File: src/rtl/cpu_mem_arbiter_pkg.sv
// Shared types and helpers for the CPU/BRAM arbiter.
//   arb_state_t : controller state code, with ST_* constants
//   arb_op_t    : kind of access currently in flight
//   byte_ofs()  : number of byte-offset bits in an XLEN-wide word address
package cpu_mem_arbiter_pkg;

  typedef logic [1:0] arb_state_t;

  localparam arb_state_t ST_IDLE  = 2'd0;
  localparam arb_state_t ST_RD    = 2'd1;
  localparam arb_state_t ST_WR    = 2'd2;
  localparam arb_state_t ST_FENCE = 2'd3;

  typedef enum logic [1:0] {
    OP_IF = 2'd0,
    OP_LD = 2'd1,
    OP_ST = 2'd2
  } arb_op_t;

  localparam int XLEN_DEF = 64;
  localparam int BYTE_OFS = $clog2(XLEN_DEF / 8);

  function automatic int byte_ofs(input int xlen);
    return $clog2(xlen / 8);
  endfunction

endpackage

File: src/rtl/cpu_mem_arbiter.sv
// Shares one single-port BRAM between the instruction-fetch port and the
// data load/store port of the core. One access at a time is sequenced by a
// registered FSM; every output is a flop.
//
// state    | meaning
// ---------+---------------------------------------------------------------
// IDLE     | waiting; the only state in which requests are sampled
// RD       | read issued (fetch or load); cnt counts down the BRAM latency,
//          | pulse issued at cnt==1, cnt==0 is the pulse cycle itself
// WR       | store pulse cycle (ram_en/ram_we driven, d_ready high)
// FENCE    | fence_done pulse cycle
//
// Ports:
//   clk, rst                   clock, async active-high reset
//   if_req/if_addr             fetch request (held until if_valid)
//   if_rdata/if_valid          fetched instruction word and done pulse
//   d_re/d_we/d_addr/d_wdata/d_be  data request (held until d_ready)
//   d_rdata/d_ready            load data and done pulse
//   fence_req/fence_done       fence handshake
//   bus_err                    pulses with the done pulse of a faulting access
//   ram_en/ram_we/ram_addr/ram_wdata/ram_rdata  BRAM port
module cpu_mem_arbiter
  import cpu_mem_arbiter_pkg::*;
#(
  parameter int XLEN    = 64,
  parameter int ADDR_W  = 14,
  parameter int RAM_LAT = 2
) (
  input  logic              clk,
  input  logic              rst,
  input  logic              if_req,
  input  logic [XLEN-1:0]   if_addr,
  output logic [31:0]       if_rdata,
  output logic              if_valid,
  input  logic              d_re,
  input  logic              d_we,
  input  logic [XLEN-1:0]   d_addr,
  input  logic [XLEN-1:0]   d_wdata,
  input  logic [XLEN/8-1:0] d_be,
  output logic [XLEN-1:0]   d_rdata,
  output logic              d_ready,
  input  logic              fence_req,
  output logic              fence_done,
  output logic              bus_err,
  output logic              ram_en,
  output logic [XLEN/8-1:0] ram_we,
  output logic [ADDR_W-1:0] ram_addr,
  output logic [XLEN-1:0]   ram_wdata,
  input  logic [XLEN-1:0]   ram_rdata
);

  localparam int OFS   = byte_ofs(XLEN);
  localparam int TOP   = ADDR_W + OFS;  // lowest byte-address bit outside the RAM
  localparam int CNT_W = $clog2(RAM_LAT + 1);
  localparam logic [CNT_W-1:0] CNT_ONE  = CNT_W'(1);
  localparam logic [CNT_W-1:0] CNT_LOAD = CNT_W'(RAM_LAT);

  arb_state_t        state;
  arb_op_t           op;
  logic [CNT_W-1:0]  cnt;
  logic              lane_hi;

  logic              d_oor;
  logic              if_bad;
  logic [ADDR_W-1:0] d_word;
  logic [ADDR_W-1:0] if_word;

  assign d_oor   = |(d_addr >> TOP);
  assign if_bad  = (|(if_addr >> TOP)) | (|if_addr[1:0]);
  assign d_word  = d_addr[TOP-1:OFS];
  assign if_word = if_addr[TOP-1:OFS];

  always_ff @(posedge clk or posedge rst) begin
    if (rst) begin
      state      <= ST_IDLE;
      op         <= OP_IF;
      cnt        <= '0;
      lane_hi    <= 1'b0;
      if_rdata   <= '0;
      if_valid   <= 1'b0;
      d_rdata    <= '0;
      d_ready    <= 1'b0;
      fence_done <= 1'b0;
      bus_err    <= 1'b0;
      ram_en     <= 1'b0;
      ram_we     <= '0;
      ram_addr   <= '0;
      ram_wdata  <= '0;
    end else begin
      if_valid   <= 1'b0;
      d_ready    <= 1'b0;
      fence_done <= 1'b0;
      bus_err    <= 1'b0;
      ram_en     <= 1'b0;
      ram_we     <= '0;
      case (state)
        ST_IDLE: begin
          if (d_we) begin
            // A simultaneous d_re is a core bug: still do the store, flag it.
            op      <= OP_ST;
            state   <= ST_WR;
            d_ready <= 1'b1;
            bus_err <= d_re | d_oor;
            if (!d_oor) begin
              ram_en    <= 1'b1;
              ram_we    <= d_be;
              ram_addr  <= d_word;
              ram_wdata <= d_wdata;
            end
          end else if (d_re) begin
            op    <= OP_LD;
            state <= ST_RD;
            if (d_oor) begin
              // Skip the RAM; cnt==0 makes RD the pulse cycle directly.
              cnt     <= '0;
              d_ready <= 1'b1;
              bus_err <= 1'b1;
              d_rdata <= '0;
            end else begin
              cnt      <= CNT_LOAD;
              ram_en   <= 1'b1;
              ram_addr <= d_word;
            end
          end else if (fence_req) begin
            // Only one access is ever in flight, so IDLE means drained.
            state      <= ST_FENCE;
            fence_done <= 1'b1;
          end else if (if_req) begin
            op      <= OP_IF;
            state   <= ST_RD;
            lane_hi <= if_addr[2];
            if (if_bad) begin
              cnt      <= '0;
              if_valid <= 1'b1;
              bus_err  <= 1'b1;
              if_rdata <= '0;
            end else begin
              cnt      <= CNT_LOAD;
              ram_en   <= 1'b1;
              ram_addr <= if_word;
            end
          end
        end
        ST_RD: begin
          if (cnt == CNT_ONE) begin
            cnt <= '0;
            if (op == OP_IF) begin
              if_valid <= 1'b1;
              if_rdata <= lane_hi ? ram_rdata[63:32] : ram_rdata[31:0];
            end else begin
              d_ready <= 1'b1;
              d_rdata <= ram_rdata;
            end
          end else if (cnt == '0) begin
            state <= ST_IDLE;
          end else begin
            cnt <= cnt - CNT_ONE;
          end
        end
        default: state <= ST_IDLE;
      endcase
    end
  end

endmodule
File: config.mk
export PLATFORM = sky130hd
export DESIGN_NAME = cpu_mem_arbiter
export DESIGN_NICKNAME = d
export VERILOG_FILES = /design/src/rtl/cpu_mem_arbiter_pkg.sv /design/src/rtl/cpu_mem_arbiter.sv
export SDC_FILE = /design/constraint.sdc
export NUM_CORES = 1
export LEC_CHECK = 0
export CORE_AREA = 2 2 176 178
export DETAILED_ROUTE_END_ITERATION = 12
export DIE_AREA = 0 0 178 180
export PLACE_DENSITY = 0.61
export SLEW_MARGIN = 20
export SYNTH_ARGS = -nofsm -noshare
export SYNTH_HDL_FRONTEND = slang
export SYNTH_SLANG_ARGS = --single-unit
File: constraint.sdc
create_clock -name clk -period 6.5 [get_ports clk]
set_clock_uncertainty 0.15 [all_clocks]
set_input_delay 0.975 -clock clk [delete_from_list [all_inputs] [get_ports clk]]
set_output_delay 0.975 -clock clk [all_outputs]
set_load 0.01 [all_outputs]
## After elaboration in Yosys (flattened, before gate mapping)

Index checks and enable logic that the tools add are counted.

| storage, ports and cells | value |
|---|---|
| flip-flop bits (word level) | 194 |
| bits of input ports | 270 |
| output and inout bits | 187 |
| word-level logic and storage cells | 129 |

| cells by class | value |
|---|---|
| add/sub/neg operators | 1 |
| equal/unequal tests | 20 |
| mux-type cells | 72 |
| bitwise logic cells | 6 |
| reduce and logical (&&, ||, !) cells | 16 |

Operator list:

| operator | count |
|---|---|
| 2-to-1 mux 64 bit | 5 |
| 2-to-1 mux 32 bit | 8 |
| case mux 64 bit (2 select lines) | 1 |
| OR reduction 47 bit | 2 |
| 2-to-1 mux 14 bit | 6 |
| case mux 32 bit (2 select lines) | 1 |
| 2-to-1 mux 2 bit | 18 |
| 2-to-1 mux 1 bit | 26 |
| 2-to-1 mux 8 bit | 3 |
| != test 2 bit (second input constant) | 12 |
| != test 3 bit (second input constant) | 5 |
| AND reduction 5 bit | 2 |
| AND reduction 3 bit | 3 |
| case mux 2 bit (2 select lines) | 2 |
| AND reduction 8 bit | 1 |
| logical NOT 2 bit | 3 |
| AND reduction 6 bit | 1 |
| != test 5 bit (second input constant) | 1 |
| equality test 2 x 1 -> 1 bit (second input constant) | 2 |
| NOT 1 bit | 4 |
| case mux 1 bit (2 select lines) | 2 |
| AND reduction 4 bit | 1 |
| nonzero test 3 bit | 1 |
| bitwise OR 1 bit | 2 |
| 3 further kinds | 3 |

## Logic depth before layout (Yosys ltp)

Gate-level depths: netlist (run 1).

| logic depth | value |
|---|---|
| depth after elaboration | 8 |
| mapped depth | 9 |
| gate-level depth less buffers | 7 |

## Worst setup path before layout (run 1)

Ideal clock, no wire load.

| timing path | value |
|---|---|
| path kind | input to register |
| start | input port d_addr[22] |
| end | register ram_wdata[0] |
| library setup time | 0.125 ns |
| arrival | 2.505 ns |
| required time | 6.225 ns |
| setup slack | 3.720 ns |
| cell stages on the path | 8 |
| buffers on the path | 3 |
| path through | nor4_1 and4_1 and3_1 buf_2 and3_1 buf_4 buf_4 mux2_2 |

| between the ends | value |
|---|---|
| longest elaborated chain between the ends | 3 |

Ends and longest elaborated chain:

| item | RTL line | RTL |
|---|---|---|
| start: declaration | cpu_mem_arbiter.sv:37 | `input logic [XLEN-1:0] d_addr,` |
| OR reduction 47 bit | cpu_mem_arbiter.sv:68 | `assign d_oor = \|(d_addr >> TOP);` |
| NOT 1 bit (no source line) | n/a |  |
| AND reduction 3 bit (no source line) | n/a |  |
| end signal: assignment | cpu_mem_arbiter.sv:108 | `ram_wdata <= d_wdata;` |
| end: declaration | cpu_mem_arbiter.sv:48 | `output logic [XLEN-1:0] ram_wdata,` |

No other way between the ends.
A chain may end at the register's enable or synchronous reset.

## Worst setup path after layout (run 1)

| timing path | value |
|---|---|
| start | input port d_addr[39] |
| end | register ram_wdata[13] |

The elaborated chain is that of the path after synthesis.

==> impl_metrics.json, run 1 <==
{
  "hold_viol": 0,
  "die_area_um2": 32000,
  "timing.rr.end": "if_rdata[31]",
  "grt_pass1_wl_um": 42700,
  "internal-power_w": 0.00288,
  "dp_hpwl_um": 21500,
  "io_buffers": 453,
  "crit_buf_inv": 2,
  "die_h_um": 180,
  "critPathKind": "input pin to flop",
  "syn-cell-area_um2": 8200,
  "final.fill_count": 2800,
  "cts_tree": "done",
  "p_comb_share_pct": 35.5,
  "drt_first_iter_violations": 258,
  "syn_inst": 607,
  "crit_chain": "clkdlybuf4s50_1, nor4_1, and4_1, and3_1, and3_2, buf_4, mux2_2",
  "via_per_inst": 4.69,
  "cap_violations": 0,
  "clock_latency_ns": 0.43,
  "clk_pin_slew_worst_paths_ns": 0.07,
  "synth_edf_count": 0,
  "final_cell_area_um2": 13700,
  "hold_class": "flop to flop",
  "wire_per_inst_um": 20.0,
  "mostFrequentLayoutCells": "clkdlybuf4s50_1, dfrtp_1, mux2_2",
  "synth_seq_cells": 194,
  "synth_top_family_by_area": "multiplexers",
  "ys_seq_area_share_pct": 59.2,
  "cts_buffer_depth": 2,
  "endpoint_kind": "flop",
  "fin_tns_setup_ns": 0,
  "drc": 0,
  "cts_sinks": 194,
  "p_sw_share_pct": 31.5,
  "final_common_cell": "clkdlybuf4s50_1",
  "ctsRootBufferMaster": "clkbuf_16",
  "first_pass_iters": 4,
  "setup_viol_count_final": 0,
  "worstSetupStartpointType": "input pin",
  "syn_area_per_cell_um2": 13.5,
  "ys_types": 39,
  "cts_resized": 0,
  "cts_buffers": 17,
  "power_density_nw_per_um2": 308,
  "min_from": "d_rdata[46]",
  "core_um2": 30200,
  "yosys.area_share.simple_pct": 6.77,
  "p_sw_w": 0.00133,
  "synth_flop_cell": "dfrtp_1",
  "fmax_mhz": 235,
  "synthXorXnorAreaFrac_pct": 0,
  "seqPwrFrac_pct": 39.4,
  "timing.slew.headroom_pct": 26.2,
  "cpPeakStageDelay_ns": 0.64,
  "rsz0062_at_grt": "no",
  "fp-row-count": 64,
  "grt_use_total_pct": 17.7,
  "grt-ovfl-total": 0,
  "synth_mux_area_share_pct": 18.8,
  "crit_path_top_delay_cell": "and3_1",
  "netlist.top_cell.by_area": "dfrtp_1",
  "synth_nets": 879,
  "ir_drop_mv": 0.208,
  "diodes": 0,
  "wirelength_um": 29000,
  "syn_to_final_growth_pct": 66.6,
  "grt_max_degree": 120,
  "drive_above_1_share_pct": 13.7,
  "worst_slew_pin_slew_ns": 1.11,
  "cp_max_fo": 72,
  "synth_top_area_share_pct": 59.2,
  "outcome": "finished clean",
  "place_area_um2": 13100,
  "worst-r2r-setup-slack_ns": 3.70,
  "hold_end": "d_rdata[46]",
  "io_pins": 457,
  "cts-hold-fix-buffers": 0,
  "place_congestion": 0.813,
  "crit_family": "simple AND/OR/NAND/NOR gates",
  "reg2reg_depth": 4,
  "post_cts_buffers": 0,
  "cts_max_level": 4,
  "arrival_ns": 4.42,
  "synth_fa_ha_area_share_pct": 0.427,
  "leakagePower_nw": 6.04,
  "final_nets": 1318,
  "rr_startpoint": "state[1]",
  "ys_top_cells_by_area": "dfrtp_1, mux2_2, a22o_1",
  "fin_crit_sh_pct": 65.4,
  "via_count": 6822,
  "antenna_found_initial": 1,
  "pwr-share-clk_pct": 25.1,
  "die_w_um": 178,
  "initial_core_util_pct": 27.2,
  "synth_compound_gate_area_share_pct": 11.0,
  "synth_warnings": 0,
  "maxSlewViolCount": 0,
  "async_reset_ff_share_pct": 100,
  "required_ns": 6.67,
  "grt_pass1_vias": 7054,
  "hold_depth": 1,
  "final_antenna_net_count": 0,
  "fin_crit_ns": 4.25
}
-- state kept, by name, indices dropped and copies added, names as in the netlist --
register	flops
d_rdata	64
ram_wdata	64
if_rdata	32
ram_addr	14
ram_we	8
cnt	2
op	2
state	2
bus_err	1
d_ready	1
fence_done	1
if_valid	1
lane_hi	1
ram_en	1
-- cell families after synthesis --
kind of cell	count (synthesis)
AO/OA/AOI/OAI	112
adder cells (fa/ha/maj)	3
buffers and inverters	60
flip-flops	194
multiplexers	131
AND/OR/NAND/NOR	107
-- metrics by stage --
stage / instances / total power [W] / hold WS, ns / setup slack (ns) / util, %
2_1_floorplan: 607 / 0.00233 / 0.316 / 0.0911 / -
3_3_place_gp: 1423 / 0.00318 / 0.333 / 1.72 / 43.3
3_5_place_dp: 1423 / 0.00319 / 0.330 / 1.72 / 43.3
4_1_cts: 1455 / 0.00426 / 0.356 / 2.20 / 45.3
5_1_grt: 1455 / 0.00442 / 0.366 / 2.12 / 45.3
6_report: 1455 / 0.00421 / 0.352 / 2.25 / 45.3
-- how the worst max path moves through the flow --
stage,start,end,depth (start not counted)
floorplan,rst,bus_err,1
global placement,d_addr[39],ram_wdata[22],7
detailed placement,d_addr[39],ram_wdata[13],7
CTS,d_addr[39],ram_wdata[13],7
global route,d_addr[42],ram_wdata[18],7
finish,d_addr[39],ram_wdata[13],7
-- per-layer routing --
| metal | track usage, % | share of wire [%] | up-vias |
|---|---|---|---|
| li1 | - | - | 3106 |
| met1 | 19.8 | 38 | 3364 |
| met2 | 32.2 | 52 | 320 |
| met3 | 4.91 | 7.6 | 30 |
| met4 | 5.74 | 2.3 | 2 |
| met5 | 0 | 0.038 | - |
-- layout make-up --
class,instances,area [µm²],share of cell area (%)
Inverter,21,86.3,0.632
Clock inverter,14,143,1.04
Tap cell,396,495,3.63
Timing Repair Buffer,459,4580,33.5
Multi-Input combinational cell,353,3070,22.4
Clock buffer,18,439,3.21
Sequential cell,194,4860,35.5
-- synth_stat cells, types with 2 or more instances --
| cell type | count |
|---|---|
| clkbuf_1 | 16 |
| buf_6 | 9 |
| o21bai_1 | 3 |
| inv_1 | 21 |
| mux2_2 | 68 |
| nand2b_1 | 3 |
| dfrtp_1 | 194 |
| nor3_1 | 3 |
| and3_1 | 3 |
| o21ai_0 | 5 |
| o22a_1 | 11 |
| nand4_1 | 2 |
| buf_1 | 4 |
| nor2_1 | 49 |
| o22ai_1 | 4 |
| mux2_4 | 29 |
| or3_1 | 2 |
| mux2i_1 | 34 |
| and2_1 | 11 |
| nand3_1 | 2 |
| nand2_1 | 3 |
| a21oi_1 | 3 |
| a31oi_1 | 15 |
| buf_2 | 7 |
| nor4_1 | 23 |
| a22o_1 | 64 |
| and4_1 | 3 |
| a32o_1 | 2 |
| ha_1 | 2 |
| buf_4 | 3 |
-- power by group through the flow --
stage          Sequential, W  Clock, W  Combinational (W)
2_1_floorplan        0.00171         0           0.000622
3_3_place_gp         0.00167         0            0.00151
3_5_place_dp         0.00167         0            0.00151
4_1_cts              0.00166   0.00108            0.00152
5_1_grt              0.00169   0.00114            0.00159
6_report             0.00166   0.00106            0.00150
Power figures use the tool's default switching activity.
==> inputs of run 2 (changes only) <==
--- a/config.mk
+++ b/config.mk
@@ -5,10 +5,10 @@
 export SDC_FILE = /design/constraint.sdc
 export NUM_CORES = 1
 export LEC_CHECK = 0
-export CORE_AREA = 2 2 176 178
+export CORE_AREA = 2 2 177 179
 export DETAILED_ROUTE_END_ITERATION = 12
-export DIE_AREA = 0 0 178 180
-export PLACE_DENSITY = 0.61
+export DIE_AREA = 0 0 179 181
+export PLACE_DENSITY = 0.59
 export SLEW_MARGIN = 20
 export SYNTH_ARGS = -nofsm -noshare
 export SYNTH_HDL_FRONTEND = slang
==> constraint.sdc (replaced) <==
create_clock -name clk -period 4.2 [get_ports clk]
set_clock_uncertainty 0.15 [all_clocks]
set_input_delay 0.63 -clock clk [delete_from_list [all_inputs] [get_ports clk]]
set_output_delay 0.63 -clock clk [all_outputs]
set_load 0.01 [all_outputs]
==> run 2 against run 1 <==
Effect of this change:
- clock power grew 53%
- die area grew 1.1%
- utilization grew 0.062 points
- critical path depth is the same
- combinational power grew 55%
- design area grew 0.67%
- setup slack lost 1.1 ns
- count of clock-buffer cells in the layout grew 1
- critical endpoint is now ram_wdata[22]
- largest cell class unchanged
- largest power group unchanged
==> impl_metrics.json, run 2 (synthesis gave the netlist of run 1 again) <==
{
  "outcome": "finished clean",
  "grtUsageMet2_pct": 31.7,
  "wire_per_inst_um": 19.3,
  "drt_first_iter_violations": 285,
  "final_cell_area_um2": 13800,
  "pre_cts_ws_ns": 0.695,
  "die_w_um": 179,
  "p_sw_share_pct": 32.1,
  "place_area_um2": 13200,
  "place_congestion": 0.846,
  "critPathKind": "input pin to flop",
  "die_h_um": 181,
  "required_ns": 4.37,
  "power_density_nw_per_um2": 475,
  "fmax_mhz": 328,
  "via_count": 6707,
  "first_pass_iters": 4,
  "grt_pass1_vias": 7143,
  "grt_pass1_wl_um": 41800,
  "rsz0062_at_grt": "no",
  "final_nets": 1325,
  "hold_class": "flop to flop",
  "final.fill_count": 2812,
  "maxSlewViolCount": 0,
  "hold_viol": 0,
  "cts_buffer_depth": 2,
  "via_per_inst": 4.59,
  "io_pins": 457,
  "met3_usage_pct": 4.48,
  "cp_max_fo": 72,
  "fin_tns_setup_ns": 0,
  "syn_to_final_growth_pct": 67.7,
  "cts_max_level": 4,
  "diodes": 0,
  "crit_path_top_delay_cell": "nor4_1",
  "arrival_ns": 3.22,
  "final_antenna_net_count": 0,
  "cap_violations": 0,
  "antenna_found_initial": 0,
  "grt_busiest_layer": "met2",
  "pwr-share-clk_pct": 24.8,
  "clk_pin_slew_worst_paths_ns": 0.08,
  "dp_hpwl_um": 20700,
  "cts_resized": 0,
  "clock_latency_ns": 0.43,
  "mostFrequentLayoutCells": "clkdlybuf4s50_1, dfrtp_1, mux2_2",
  "grt_max_degree": 137,
  "post_cts_buffers": 0,
  "grt_use_total_pct": 17.2,
  "fp-row-count": 64,
  "finalWorstSetupSlack_ns": 1.15,
  "die_area_um2": 32400,
  "io_buffers": 453,
  "ir_drop_mv": 0.359,
  "worstSetupStartpointType": "input pin",
  "initial_core_util_pct": 27.0,
  "drc": 0,
  "met1_usage_pct": 19.3,
  "largestRegisters": "d_rdata: 64 flops, ram_wdata: 64 flops, if_rdata: 32 flops",
  "fin_crit_ns": 3.05,
  "final_common_cell": "clkdlybuf4s50_1",
  "worst_slew_pin_slew_ns": 0.896,
  "internal-power_w": 0.00444,
  "seqPwrFrac_pct": 39.5,
  "timing.slew.headroom_pct": 40.3,
  "crit_chain": "clkdlybuf4s50_1, nor4_1, and4_1, and3_1, and3_2, buf_12, mux2_2",
  "cts-hold-fix-buffers": 0,
  "cts_buffers": 17,
  "p_comb_share_pct": 35.6,
  "wirelength_um": 28200,
  "fin_util_pct": 45.3,
  "core_um2": 30300,
  "cpPeakStageDelay_ns": 0.51,
  "power.total_w": 0.00653,
  "leakagePower_nw": 6.08,
  "p_sw_w": 0.00209,
  "cts_tree": "done",
  "ctsRootBufferMaster": "clkbuf_16",
  "cts_sinks": 194,
  "drive_above_1_share_pct": 14.1,
  "setup_viol_count_final": 0,
  "grt-ovfl-total": 0,
  "fin_crit_sh_pct": 72.6,
  "endpoint_kind": "flop"
}
==> run 2: layout make-up <==
| type | instances | area [µm²] | area share, % |
|---|---|---|---|
| Clock buffer | 19 | 443 | 3.22 |
| Clock inverter | 13 | 133 | 0.964 |
| Inverter | 21 | 82.6 | 0.600 |
| Tap cell | 396 | 495 | 3.60 |
| Multi-Input combinational cell | 353 | 3060 | 22.3 |
| Timing Repair Buffer | 466 | 4680 | 34.0 |
| Sequential cell | 194 | 4860 | 35.3 |
==> run 2: power groups by stage <==
stage | sequential (W) | clock (W) | combinational (W)
finish | 0.00258 | 0.00162 | 0.00233
global route | 0.00264 | 0.00176 | 0.00249
CTS | 0.00258 | 0.00169 | 0.00237
detailed placement | 0.00260 | 0 | 0.00237
global placement | 0.00260 | 0 | 0.00235
floorplan | 0.00264 | 0 | 0.000962
==> run 2: worst max-delay path, delay by kind of cell <==
| kind | cells | cell delay [ns] |
|---|---|---|
| mux | 1 | 0.39 |
| buf+inv | 2 | 0.78 |
| simple gates | 4 | 1.35 |
==> run 2: per-stage QoR <==
stage / hold slack (ns) / std cells
2_1_floorplan: 0.316 / 607
3_3_place_gp: 0.333 / 1430
3_5_place_dp: 0.333 / 1430
4_1_cts: 0.355 / 1462
5_1_grt: 0.363 / 1462
6_report: 0.349 / 1462
==> run 2: worst paths after layout <==
path / startpoint / to / slack [ns] / depth (start not counted)
hold reg to reg: d_rdata[3] / d_rdata[3] / 0.35 / 1
max in group asynchronous: rst / if_rdata[22] / 2.59 / 3
hold / removal: d_rdata[3] / d_rdata[3] / 0.35 / 1
min in group asynchronous: rst / ram_wdata[29] / 0.53 / 3
setup reg to reg: state[0] / if_rdata[21] / 1.33 / 5
setup / recovery: d_addr[24] / ram_wdata[22] / 1.15 / 7
==> run 2: metal layers <==
| layer | part of all wire [%] | wire [µm] |
|---|---|---|
| met2 | 52 | 14700 |
| met3 | 7.9 | 2210 |
| met5 | 0 | 0 |
| met1 | 39 | 10900 |
| met4 | 1.2 | 325 |
==> inputs of run 3 (changes only) <==
--- a/config.mk
+++ b/config.mk
@@ -5,10 +5,10 @@
 export SDC_FILE = /design/constraint.sdc
 export NUM_CORES = 1
 export LEC_CHECK = 0
-export CORE_AREA = 2 2 177 179
+export CORE_AREA = 2 2 176 178
 export DETAILED_ROUTE_END_ITERATION = 12
-export DIE_AREA = 0 0 179 181
-export PLACE_DENSITY = 0.59
+export DIE_AREA = 0 0 178 180
+export PLACE_DENSITY = 0.61
 export SLEW_MARGIN = 20
 export SYNTH_ARGS = -nofsm -noshare
 export SYNTH_HDL_FRONTEND = slang
==> constraint.sdc (replaced) <==
create_clock -name clk -period 2.7 [get_ports clk]
set_clock_uncertainty 0.15 [all_clocks]
set_input_delay 0.405 -clock clk [delete_from_list [all_inputs] [get_ports clk]]
set_output_delay 0.405 -clock clk [all_outputs]
set_load 0.01 [all_outputs]
==> run 3 against run 2 <==
Effect of this change:
- clock power is 63% higher
- sequential share of layout area shrank 0.70 points
- largest power group unchanged
- routed wire length fell by 0.44%
- sequential power rose by 52%
- critical path type unchanged
- setup slack got worse by 1.1 ns
- hold slack worse by 0.16 ns
- largest cell class is now buffers
- global-route usage up 0.18 points
==> impl_metrics.json, run 3 (synthesis gave the netlist of run 1 again) <==
{
  "cts_tree": "done",
  "outcome": "finished clean",
  "diodes": 0,
  "critPathKind": "input pin to flop",
  "endpoint_kind": "flop",
  "grt_max_degree": 72,
  "timing.rr.end": "if_rdata[20]",
  "fin_tns_setup_ns": 0,
  "final_common_cell": "clkdlybuf4s50_1",
  "die_area_um2": 32000,
  "ir_drop_mv": 0.451,
  "top_layer": "met4",
  "fin_crit_sh_pct": 99.2,
  "reg2reg_depth": 7,
  "cts-hold-fix-buffers": 0,
  "cts_buffers": 17,
  "wirelength_um": 28000,
  "cap_violations": 0,
  "dp_hpwl_um": 21000,
  "dpl.cell_count": 1449,
  "first_pass_iters": 4,
  "maxSlewViolCount": 0,
  "io_pins": 457,
  "die_h_um": 180,
  "mostFrequentLayoutCells": "clkdlybuf4s50_1, dfrtp_1, mux2_2",
  "hold_class": "input pin to async pin",
  "antenna_found_initial": 0,
  "clk_pin_slew_worst_paths_ns": 0.07,
  "cts_sinks": 194,
  "via_per_inst": 4.62,
  "grt-ovfl-total": 0,
  "grt_pass1_wl_um": 42200,
  "arrival_ns": 2.85,
  "leakagePower_nw": 6.21,
  "cts_max_level": 4,
  "cp_max_fo": 29,
  "wl_met1_um": 10700,
  "io_buffers": 453,
  "grt_pass1_vias": 7264,
  "initial_core_util_pct": 27.2,
  "rr_startpoint": "cnt[1]",
  "syn_to_final_growth_pct": 71.0,
  "worstSetupStartpointType": "input pin",
  "fin_util_pct": 46.5,
  "clock_latency_ns": 0.44,
  "drc": 0,
  "place_area_um2": 13400,
  "wl_met3_um": 2330,
  "final_antenna_net_count": 0,
  "timing.slew.headroom_pct": 62.5,
  "cts_buffer_depth": 2,
  "worst-r2r-setup-slack_ns": 0.47,
  "final_cell_area_um2": 14000,
  "place_congestion": 0.808,
  "setup_viol_count_final": 0,
  "fmax_mhz": 374,
  "power_density_nw_per_um2": 739,
  "final_nets": 1344,
  "routed-wl-met2_um": 14300,
  "grt_use_total_pct": 17.3,
  "worst_slew_pin_slew_ns": 0.557,
  "drive_above_1_share_pct": 15.7,
  "wire_per_inst_um": 18.9,
  "power.total_w": 0.0104,
  "core_um2": 30200,
  "largestRegisters": "d_rdata: 64 flops, ram_wdata: 64 flops, if_rdata: 32 flops",
  "die_w_um": 178,
  "ctsRootBufferMaster": "clkbuf_16",
  "drt_first_iter_violations": 302,
  "fin_cells": 1481,
  "hold_viol": 0,
  "rsz0062_at_grt": "no",
  "fp-row-count": 64,
  "required_ns": 2.87,
  "via_count": 6849,
  "fin_crit_ns": 2.68
}
-- run 3: metal layers --
layer,GRT usage (%),vias to the layer above
met2,30.7,320
met4,5.97,0
li1,-,3152
met5,0,-
met1,19.8,3340
met3,4.93,37
-- run 3: worst max path at each step --
stage,from,endpoint,slack [ns]
final,d_addr[44],ram_wdata[20],0.02
after global routing,d_addr[44],ram_wdata[63],0.02
after CTS,d_addr[44],ram_wdata[40],0.02
after detailed placement,d_addr[49],ram_wdata[40],-0.53
after global placement,d_addr[49],ram_wdata[37],-0.52
after floorplan,rst,bus_err,-0.36
-- run 3: stage by stage --
| step | setup WS (ns) | hold slack [ns] |
|---|---|---|
| floorplan | -0.359 | 0.316 |
| global placement | -0.518 | 0.333 |
| detailed placement | -0.525 | 0.330 |
| CTS | 0.0153 | 0.183 |
| global route | 0.0195 | 0.198 |
| finish | 0.0227 | 0.187 |
-- run 3: repair_timing --
item / 4_1_cts / 5_1_grt
buffers inserted: 0 / 0
resized for setup: 1 / 0
endpoints found under the setup margin: 64 / 0
-- run 3: worst max-delay path, cell delays in order --
cell,delay (ns)
clkdlybuf4s50_1,0.43
nor4_1,0.53
and4_1,0.31
and3_1,0.26
and3_2,0.33
buf_12,0.21
mux2_2,0.36
-- run 3: final cells by class --
class	instances	area, µm²
timing repair buffer	485	4910
sequential	194	4860
inverter	21	82.6
clock inverter	13	168
tap	396	495
multi-input combinational	353	3070
fill	2808	16200
clock buffer	19	443
-- run 3: report_power, final --
group,switching (W),internal (W)
clock network,0.00128,0.00136
logic,0.00158,0.00223
registers,0.000408,0.00350
total,0.00327,0.00709
